File: config.mk
export PLATFORM = sky130hd
export DESIGN_NAME = alu_exec_ctrl
export DESIGN_NICKNAME = d
export VERILOG_FILES = /design/src/rtl/alu_pkg.sv /design/src/rtl/alu_regfile.sv /design/src/rtl/alu_exec_ctrl.sv
export SDC_FILE = /design/constraint.sdc
export NUM_CORES = 1
export LEC_CHECK = 0
export BUFFER_PORTS_ARGS = -buffer_cell sky130_fd_sc_hd__clkbuf_2
export CAP_MARGIN = 25
export CORE_MARGIN = 8
export CORE_UTILIZATION = 40
export CTS_BUF_LIST = sky130_fd_sc_hd__clkbuf_8
export CTS_CLUSTER_SIZE = 10
export DETAILED_ROUTE_END_ITERATION = 10
export PLACE_DENSITY_LB_ADDON = 0.08
export SYNTH_ARGS = -nofsm -noshare
export SYNTH_HDL_FRONTEND = slang
export SYNTH_SLANG_ARGS = --single-unit
File: constraint.sdc
create_clock -name clk -period 5.5 [get_ports clk]
set_input_delay 0.275 -clock clk [delete_from_list [all_inputs] [get_ports clk]]
set_output_delay 0.275 -clock clk [all_outputs]
set_load 0.01 [all_outputs]
File: src/rtl/alu_pkg.sv
// Shared opcode constants, opcode legality check and FSM state encoding
// for the ALU execute sequencer.
package alu_pkg;

    localparam int NREG = 8;
    localparam int AW   = 3;
    localparam int DW   = 32;

    // 5-bit ALU select constants; bit 4 is the mode bit and is passed through.
    localparam logic [4:0] OP_MUL    = 5'd0;
    localparam logic [4:0] OP_ADDSUB = 5'd1;
    localparam logic [4:0] OP_LSH    = 5'd2;
    localparam logic [4:0] OP_ASH    = 5'd3;
    localparam logic [4:0] OP_LT     = 5'd5;
    localparam logic [4:0] OP_OR     = 5'd9;
    localparam logic [4:0] OP_NOR    = 5'd11;
    localparam int         OP_MODE_BIT = 4;

    typedef enum logic [1:0] {
        ST_IDLE = 2'd0,
        ST_READ = 2'd1,
        ST_EXEC = 2'd2,
        ST_RESP = 2'd3
    } state_e;

    // Legality depends only on the function field; the mode bit is ignored.
    function automatic logic op_is_legal(input logic [4:0] op);
        logic legal;
        legal = 1'b0;
        case (op[3:0])
            OP_MUL[3:0], OP_ADDSUB[3:0], OP_LSH[3:0], OP_ASH[3:0],
            OP_LT[3:0], OP_OR[3:0], OP_NOR[3:0]: legal = 1'b1;
            default: legal = 1'b0;
        endcase
        return legal;
    endfunction

endpackage

File: src/rtl/alu_regfile.sv
// 8x32 register file: two capture-on-enable read ports feeding the ALU
// operand registers, one combinational debug port, one write port.
// r0 always reads 0 and ignores writes.
module alu_regfile
    import alu_pkg::*;
(
    input  logic          clk,
    input  logic          rst_n,
    input  logic          we_i,
    input  logic [AW-1:0] waddr_i,
    input  logic [DW-1:0] wdata_i,
    input  logic          re_i,
    input  logic [AW-1:0] raddr_a_i,
    input  logic [AW-1:0] raddr_b_i,
    output logic [DW-1:0] rdata_a_o,
    output logic [DW-1:0] rdata_b_o,
    input  logic [AW-1:0] dbg_addr_i,
    output logic [DW-1:0] dbg_data_o
);

    logic [DW-1:0] regs_q [NREG];
    logic [DW-1:0] rdata_a_q;
    logic [DW-1:0] rdata_b_q;

    // Register storage: cleared on reset, single write port, r0 never written.
    // NOTE: this array is reset on purpose -- all architectural registers must
    // read 0 after reset, so it cannot be left to power-up contents like a RAM.
    always_ff @(posedge clk) begin
        if (!rst_n) begin
            for (int i = 0; i < NREG; i++) begin
                regs_q[i] <= '0;
            end
        end else if (we_i && (waddr_i != '0)) begin
            regs_q[waddr_i] <= wdata_i;
        end
    end

    // Operand capture: both source registers sampled together when enabled.
    always_ff @(posedge clk) begin
        if (!rst_n) begin
            rdata_a_q <= '0;
            rdata_b_q <= '0;
        end else if (re_i) begin
            rdata_a_q <= regs_q[raddr_a_i];
            rdata_b_q <= regs_q[raddr_b_i];
        end
    end

    assign rdata_a_o  = rdata_a_q;
    assign rdata_b_o  = rdata_b_q;
    assign dbg_data_o = regs_q[dbg_addr_i];

endmodule

File: src/rtl/alu_exec_ctrl.sv
// Multi-cycle execute sequencer in front of a combinational 32-bit ALU:
// accept -> read operands -> let the ALU settle -> capture/write back ->
// hold the response until the consumer takes it.
module alu_exec_ctrl
    import alu_pkg::*;
(
    input  logic          clk,
    input  logic          rst_n,
    input  logic          in_valid,
    output logic          in_ready,
    input  logic [4:0]    in_op,
    input  logic [AW-1:0] in_rd,
    input  logic [AW-1:0] in_rs1,
    input  logic [AW-1:0] in_rs2,
    output logic [DW-1:0] alu_a,
    output logic [DW-1:0] alu_b,
    output logic [4:0]    alu_sel,
    input  logic [DW-1:0] alu_out,
    input  logic          alu_zero,
    output logic          res_valid,
    input  logic          res_ready,
    output logic [DW-1:0] res_data,
    output logic          res_zero,
    output logic          res_err,
    input  logic          pre_we,
    input  logic [AW-1:0] pre_addr,
    input  logic [DW-1:0] pre_data,
    input  logic [AW-1:0] dbg_addr,
    output logic [DW-1:0] dbg_data,
    output logic          zero_flag
);

    state_e        state_q, state_d;
    logic [4:0]    op_q;
    logic [AW-1:0] rd_q, rs1_q, rs2_q;
    logic [4:0]    alu_sel_q;
    logic [DW-1:0] res_data_q;
    logic          res_zero_q, res_err_q, zero_flag_q;

    logic          accept, rf_re, load_err, exec_done;
    logic          rf_we;
    logic [AW-1:0] rf_waddr;
    logic [DW-1:0] rf_wdata;

    // State register.
    // NOTE: sequential state uses non-blocking assignments so every register
    // samples pre-edge values and simulation matches the synthesized flops.
    always_ff @(posedge clk) begin
        if (!rst_n) state_q <= ST_IDLE;
        else        state_q <= state_d;
    end

    // Next-state logic and per-state strobes for the datapath.
    // NOTE: every output of this block gets a default first, so no path
    // leaves a signal unassigned and no latch is inferred.
    always_comb begin
        state_d   = state_q;
        accept    = 1'b0;
        rf_re     = 1'b0;
        load_err  = 1'b0;
        exec_done = 1'b0;
        case (state_q)
            ST_IDLE: begin
                if (in_valid) begin
                    accept  = 1'b1;
                    state_d = ST_READ;
                end
            end
            ST_READ: begin
                rf_re = 1'b1;
                if (op_is_legal(op_q)) begin
                    state_d = ST_EXEC;
                end else begin
                    load_err = 1'b1;
                    state_d  = ST_RESP;
                end
            end
            ST_EXEC: begin
                exec_done = 1'b1;
                state_d   = ST_RESP;
            end
            ST_RESP: begin
                if (res_ready) state_d = ST_IDLE;
            end
            default: state_d = ST_IDLE;
        endcase
    end

    // Write-port arbitration: writeback in EXEC, preload only while idle.
    always_comb begin
        rf_we    = 1'b0;
        rf_waddr = pre_addr;
        rf_wdata = pre_data;
        if (exec_done) begin
            rf_we    = 1'b1;
            rf_waddr = rd_q;
            rf_wdata = alu_out;
        end else if ((state_q == ST_IDLE) && pre_we) begin
            rf_we = 1'b1;
        end
    end

    // Instruction latch: fields are captured once at accept so upstream may move on.
    always_ff @(posedge clk) begin
        if (!rst_n) begin
            op_q  <= '0;
            rd_q  <= '0;
            rs1_q <= '0;
            rs2_q <= '0;
        end else if (accept) begin
            op_q  <= in_op;
            rd_q  <= in_rd;
            rs1_q <= in_rs1;
            rs2_q <= in_rs2;
        end
    end

    // ALU select register, loaded alongside the operand capture.
    always_ff @(posedge clk) begin
        if (!rst_n)     alu_sel_q <= '0;
        else if (rf_re) alu_sel_q <= op_q;
    end

    // Response and sticky zero flag; illegal ops report an error and skip the flag.
    always_ff @(posedge clk) begin
        if (!rst_n) begin
            res_data_q  <= '0;
            res_zero_q  <= 1'b0;
            res_err_q   <= 1'b0;
            zero_flag_q <= 1'b0;
        end else if (load_err) begin
            res_data_q <= '0;
            res_zero_q <= 1'b0;
            res_err_q  <= 1'b1;
        end else if (exec_done) begin
            res_data_q  <= alu_out;
            res_zero_q  <= alu_zero;
            res_err_q   <= 1'b0;
            zero_flag_q <= alu_zero;
        end
    end

    alu_regfile u_regfile (
        .clk        (clk),
        .rst_n      (rst_n),
        .we_i       (rf_we),
        .waddr_i    (rf_waddr),
        .wdata_i    (rf_wdata),
        .re_i       (rf_re),
        .raddr_a_i  (rs1_q),
        .raddr_b_i  (rs2_q),
        .rdata_a_o  (alu_a),
        .rdata_b_o  (alu_b),
        .dbg_addr_i (dbg_addr),
        .dbg_data_o (dbg_data)
    );

    assign in_ready  = (state_q == ST_IDLE);
    assign res_valid = (state_q == ST_RESP);
    assign alu_sel   = alu_sel_q;
    assign res_data  = res_data_q;
    assign res_zero  = res_zero_q;
    assign res_err   = res_err_q;
    assign zero_flag = zero_flag_q;

endmodule

## After elaboration in Yosys (flattened, before gate mapping)

Memories as Yosys holds them, arrays and structs flattened. A register that Yosys moved wholly into a read port is not among the register bits.
Index checks and enable logic that the tools add are counted.

| storage, ports and cells | value |
|---|---|
| register bits | 56 |
| bits in latches | 0 |
| RAM bits | 256 |
| bits in read-only memories | 0 |
| input bits | 90 |
| output and inout bits | 138 |
| word-level logic and storage cells | 62 |
| memories | 1 |

Memories:

| memory | depth | width | rd ports | clocked after Yosys merged registers in | wr ports | line | source |
|---|---|---|---|---|---|---|---|
| u_regfile.regs_q | 8 | 32 | 3 | 2 | 8 | alu_regfile.sv:21 | `logic [DW-1:0] regs_q [NREG];` |

| cells by class | value |
|---|---|
| add/subtract/negate cells | 0 |
| multiply operators | 0 |
| div/mod/pow operators | 0 |
| order comparisons | 0 |
| equality and inequality tests | 11 |
| shift-type cells | 0 |
| muxes and demuxes | 25 |
| bitwise operators | 2 |
| reductions and logical operators | 13 |

Operator list:

| cell | number |
|---|---|
| 32-bit two-way mux | 2 |
| 32-bit OR reduction | 1 |
| 1-bit two-way mux | 18 |
| 4-bit by 2-bit equality test with 1-bit output (second input constant) | 2 |
| 4-bit equality test (second input constant) | 2 |
| 2-bit one-hot mux with 4 select lines | 1 |
| 7-bit OR reduction | 1 |
| 3-bit two-way mux | 2 |
| 2-bit equality test (second input constant) | 2 |
| 4-bit by 1-bit equality test with 1-bit output (second input constant) | 1 |
| 4-bit by 3-bit equality test with 1-bit output (second input constant) | 1 |
| 4-bit zero test | 1 |
| 2-bit two-way mux | 2 |
| 2-bit AND reduction | 2 |
| 3-bit nonzero test | 1 |
| 2-bit by 1-bit equality test with 1-bit output (second input constant) | 1 |
| 1-bit logical AND | 2 |
| 1-bit zero test | 2 |
| 2-bit zero test | 1 |
| 2-bit by 1-bit inequality test with 1-bit output (second input constant) | 1 |
| 2-bit inequality test (second input constant) | 1 |
| 1-bit inverter | 2 |
| 2-bit nonzero test | 1 |
| 2-bit OR reduction | 1 |

## Logic depth before layout (Yosys ltp)

| depth | value |
|---|---|
| depth after elaboration | 10 |
| gate-level depth with buffers | 8 |
| mapped depth without buffers | 6 |

## Modules after synthesis

Synthesis repeated with hierarchy kept, for this count alone.

| unflattened totals | value |
|---|---|
| cell total of the unflattened synthesis | 1550 |
| area, all modules | 19937.9 µm² |

By module, submodules not included:

| module | times used | cells each | area each (µm²) | seq. area each (µm²) |
|---|---|---|---|---|
| alu_regfile | 1 | 1296 | 17354.1 | 8968.6 |
| alu_exec_ctrl | 1 | 254 | 2583.7 | 1121.1 |

## Least setup slack after synthesis

Ideal clock, no wire load.

| timing | value |
|---|---|
| path type | reg2reg |
| start | register state_q[0] |
| end | memory u_regfile.regs_q[4][0], enable pin |
| arrival time | 2205 ps |
| slack | 2905 ps |
| stages on the path, launching flop included | 8 |
| path buffers | 2 |
| cells stage by stage | dfxtp_1 -> inv_1 -> ha_1 -> buf_2 -> o32ai_2 -> nand2_1 -> clkbuf_1 -> nand2_1 |

RTL lines:

| element | line | source |
|---|---|---|
| start, declared | alu_exec_ctrl.sv:33 | `state_e state_q, state_d;` |
| start signal, assigned | alu_exec_ctrl.sv:50 | `else state_q <= state_d;` |
| end, declared | alu_regfile.sv:21 |  |

==> reports/summary.md <==
Outcome
- complete, no violations — result of the run

Drt
- 5 — drt first pass iters
- 0 — number of nets with antenna violations after routing
- 57.87 mm — total length of routed wires
- 28.20 mm — met2 WL post-DR
- 24.70 mm — M1 wire length
- 5.670 — vias per std cell
- 0 — post-route DRC violation count
- 12960 — total vias in the final route
- 880 — drt first-iter violations
- 3.254 mm — total met3 wirelength after detailed routing
- 25.33 um — routed length per instance
- met4 — uppermost metal layer occupied by signal nets

Timing
- 148.4 ps — Min Hold Slack
- 0 ps — setup tns final
- false — RSZ-0062 raised after global routing
- 3958 ps — fin crit period
- 26.76 ps — post-route clock skew
- 1077 ps — worst-margin pin slew
- 252.6 MHz — fmax
- 27.97% — Rel. slew slack
- 71.97% — Final Cycle Share
- 0 — final number of setup-violating endpoints
- 1542 ps — final worst-path setup slack
- 0 — count of final hold-check violations
- 0 — total count of max-transition violations in the final report

Yosys
- nor2_1 — most frequently used cell type in the post-synthesis netlist
- nor2_1 (328), edfxtp_1 (256), mux4_2 (136) — commonest cells in the netlist
- edfxtp_1 — main flop type after synthesis
- edfxtp_1 (41%), mux4_2 (16%), dfxtp_1 (13%) — cell types occupying the most area after synthesis
- 1340 — count of mapped cells out of synthesis
- 0 — Synth Warn #
- 256 — number of enable flip-flop cells after synthesis
- 376 — number of synthesized register bits
- 13.99 um^2 — mean area per synthesized cell
- 53.83% — portion of the post-synthesis area used by sequential elements
- 18740 um^2 — post-synthesis instance area
- 0% — async set-or-reset flop fraction in the synthesized netlist
- 41.01% — Synth top area share
- edfxtp_1 — cell taking the most area after synthesis
- 33 — Synth cell types

Clock network
- 60 ps — clock edge transition at the registers on the reported setup and hold paths
- 620 ps — clock network latency to the later pin of the worst-skew pair
- 3 — maximum root-to-sink buffer count
- 0 — number of buffers inserted to repair setup after CTS
- 3 — level count of the clock H-tree
- clkbuf_8 — Clk Tree Root Cell
- 70 — Inserted Clock Buffers
- 376 — clock tree sinks
- yes — TritonCTS clock tree
- 0 — post-cts repair resize count

Final layout
- 19.69% — Area growth syn-to-layout
- 48.39% — final design utilization
- 4114 — fill cell instance count of the final layout
- 2285 — count of non-filler cells in the finished layout
- 31.94% — share of final-layout standard cells stronger than drive strength 1
- 1723 — nets
- 0 — number of diodes
- 8270 um^2 — combined area of the multi-input logic cells
- 10100 um^2 — combined flip-flop and latch cell area

Global route
- 85.50 mm — first-pass GRT wire length
- 21.04% — total routing resource utilization after global routing
- 76 — pin count of the biggest net entering global routing
- 13350 — vias in the first global route
- 0 — initial antenna violation count
- 0 — overflow left after global routing

Die
- 79 — number of rows created at floorplan
- 40.43% — initial core utilization
- 228 — number of placed I/O pins
- 46360 um^2 — core box area
- 232.5 um — width of the die
- 232.5 um — chip height
- 54040 um^2 — DIE AREA

Pwr
- 0.1990 mV — highest ir drop seen on vdd
- 399.8 nW/um^2 — ratio of total power to cell area
- 8.552 nW — cell leakage power

Min path
- primary input to flop — class of the worst hold path

Critical path
- 810 ps — slowest stage delay, CP
- 2 — number of buffer and inverter instances along the worst setup path
- inv_1 -> ha_4 -> nand2_1 -> a21oi_1 -> nand2_2 -> nand2_2 -> buf_16 — series of cell instances along the critical path
- simple AND/OR/NAND/NOR gates — gate family responsible for the most delay along the worst path
- ha_4 — slowest stage cell on the critical path
- flop — Critical Path Start Type
- flop to flop — category of the most critical setup path
- flop — kind of end point of the critical path
- 4270 ps — arrival time of data at the critical path endpoint
- nand2_2 — crit-path most repeated cell
- 5810 ps — worst path required time
- 53 — Max Fanout on Critical Path

Placed design
- 2113 — number of instances in the placed design
- 1504 ps — minimum setup slack after placement
- 35.30 mm — total half-perimeter wirelength after legalization and detailed placement
- 0.7828 — Final GP Congestion
- 227 — input/output buffers

Job
- 0 — Maximum Capacitance Violations

==> logic make-up (layout without fill, tap and decap cells) <==
family,Yosys count,count (layout),synth area share (%)
and+or+nand+nor,389,389,8.004
DFF,376,376,53.83
muxes,296,296,29.96
AOI/OAI and AO/OA,156,156,4.706
buffers and inverters,117,424,3.144
adders and majority gates,5,5,0.3338
other,1,32,0.02001
==> area by class of cell <==
class | count | area share [%]
tap | 607 | 3.386
timing repair buffer | 295 | 8.634
sequential | 376 | 45.04
clock buffer | 84 | 5.154
multi-input combinational | 878 | 36.87
inverter | 7 | 0.1171
clock inverter | 38 | 0.7976
==> routing by layer <==
metal / vias to the layer above / global-route usage (%)
met3: 98 / 3.727
met2: 475 / 34.90
met5: - / 0
met4: 0 / 8.328
li1: 5755 / -
met1: 6629 / 27.23
==> path summary, 6_finish.rpt <==
path                                                end  depth (start not counted)  slack [ps]                    start
setup / recovery  u_regfile.regs_q[3][19]$_SDFFCE_PN0P_                          7        1540  state_q[0]$_SDFFE_PN0P_
hold / removal                  state_q[1]$_SDFFE_PN0P_                          4         150                 in_valid
setup reg to reg  u_regfile.regs_q[3][19]$_SDFFCE_PN0P_                          7        1540  state_q[0]$_SDFFE_PN0P_
hold reg to reg                    op_q[4]$_SDFFE_PN0P_                          2         460     op_q[4]$_SDFFE_PN0P_
==> tightest hold or removal path: stages <==
cell	delay, ps
clkbuf_2	100
o22ai_1	120
mux2i_1	150
nor2_1	80
==> cells in the final DEF, fill, tap and decap left out, types with 47 or more instances in the layout <==
cell,instances
o21ai_0,66
dlygate4sd3_1,47
clkbuf_8,84
edfxtp_1,256
clkbuf_2,224
mux4_1,56
nor2_1,328
mux2i_1,72
dfxtp_1,116
o22ai_1,65
mux4_2,136
==> state kept, by name (all words and copies together) (netlist names) <==
name and cells:
rs2_q 3, res_err 1, rd_q 3, u_regfile.rdata_b_o 32, state_q 2, res_zero 1
res_data 32, u_regfile.regs_q 256, op_q 5, alu_sel 5, zero_flag 1, u_regfile.rdata_a_o 32
rs1_q 3
==> through the flow <==
step | area [um^2] | total power, mW
floorplan | 18860 | 5.364
global placement | 20380 | 6.318
detailed placement | 20550 | 6.371
CTS | 22360 | 9.033
global route | 22430 | 9.404
finish | 22430 | 8.969
==> repair_timing <==
item / CTS / global route
endpoints found under the setup margin: 0 / 0
hold endpoints to repair: 47 / 0
hold buffers: 47 / 0
==> power breakdown <==
| group | total [mW] | switching [mW] | internal (mW) | leakage [nW] |
|---|---|---|---|---|
| Sequential | 3.75 | 0.298 | 3.45 | 3.62 |
| Combinational | 2.60 | 1.51 | 1.10 | 4.15 |
| Clock | 2.61 | 1.19 | 1.42 | 0.785 |
Power figures use the tool's default switching activity.
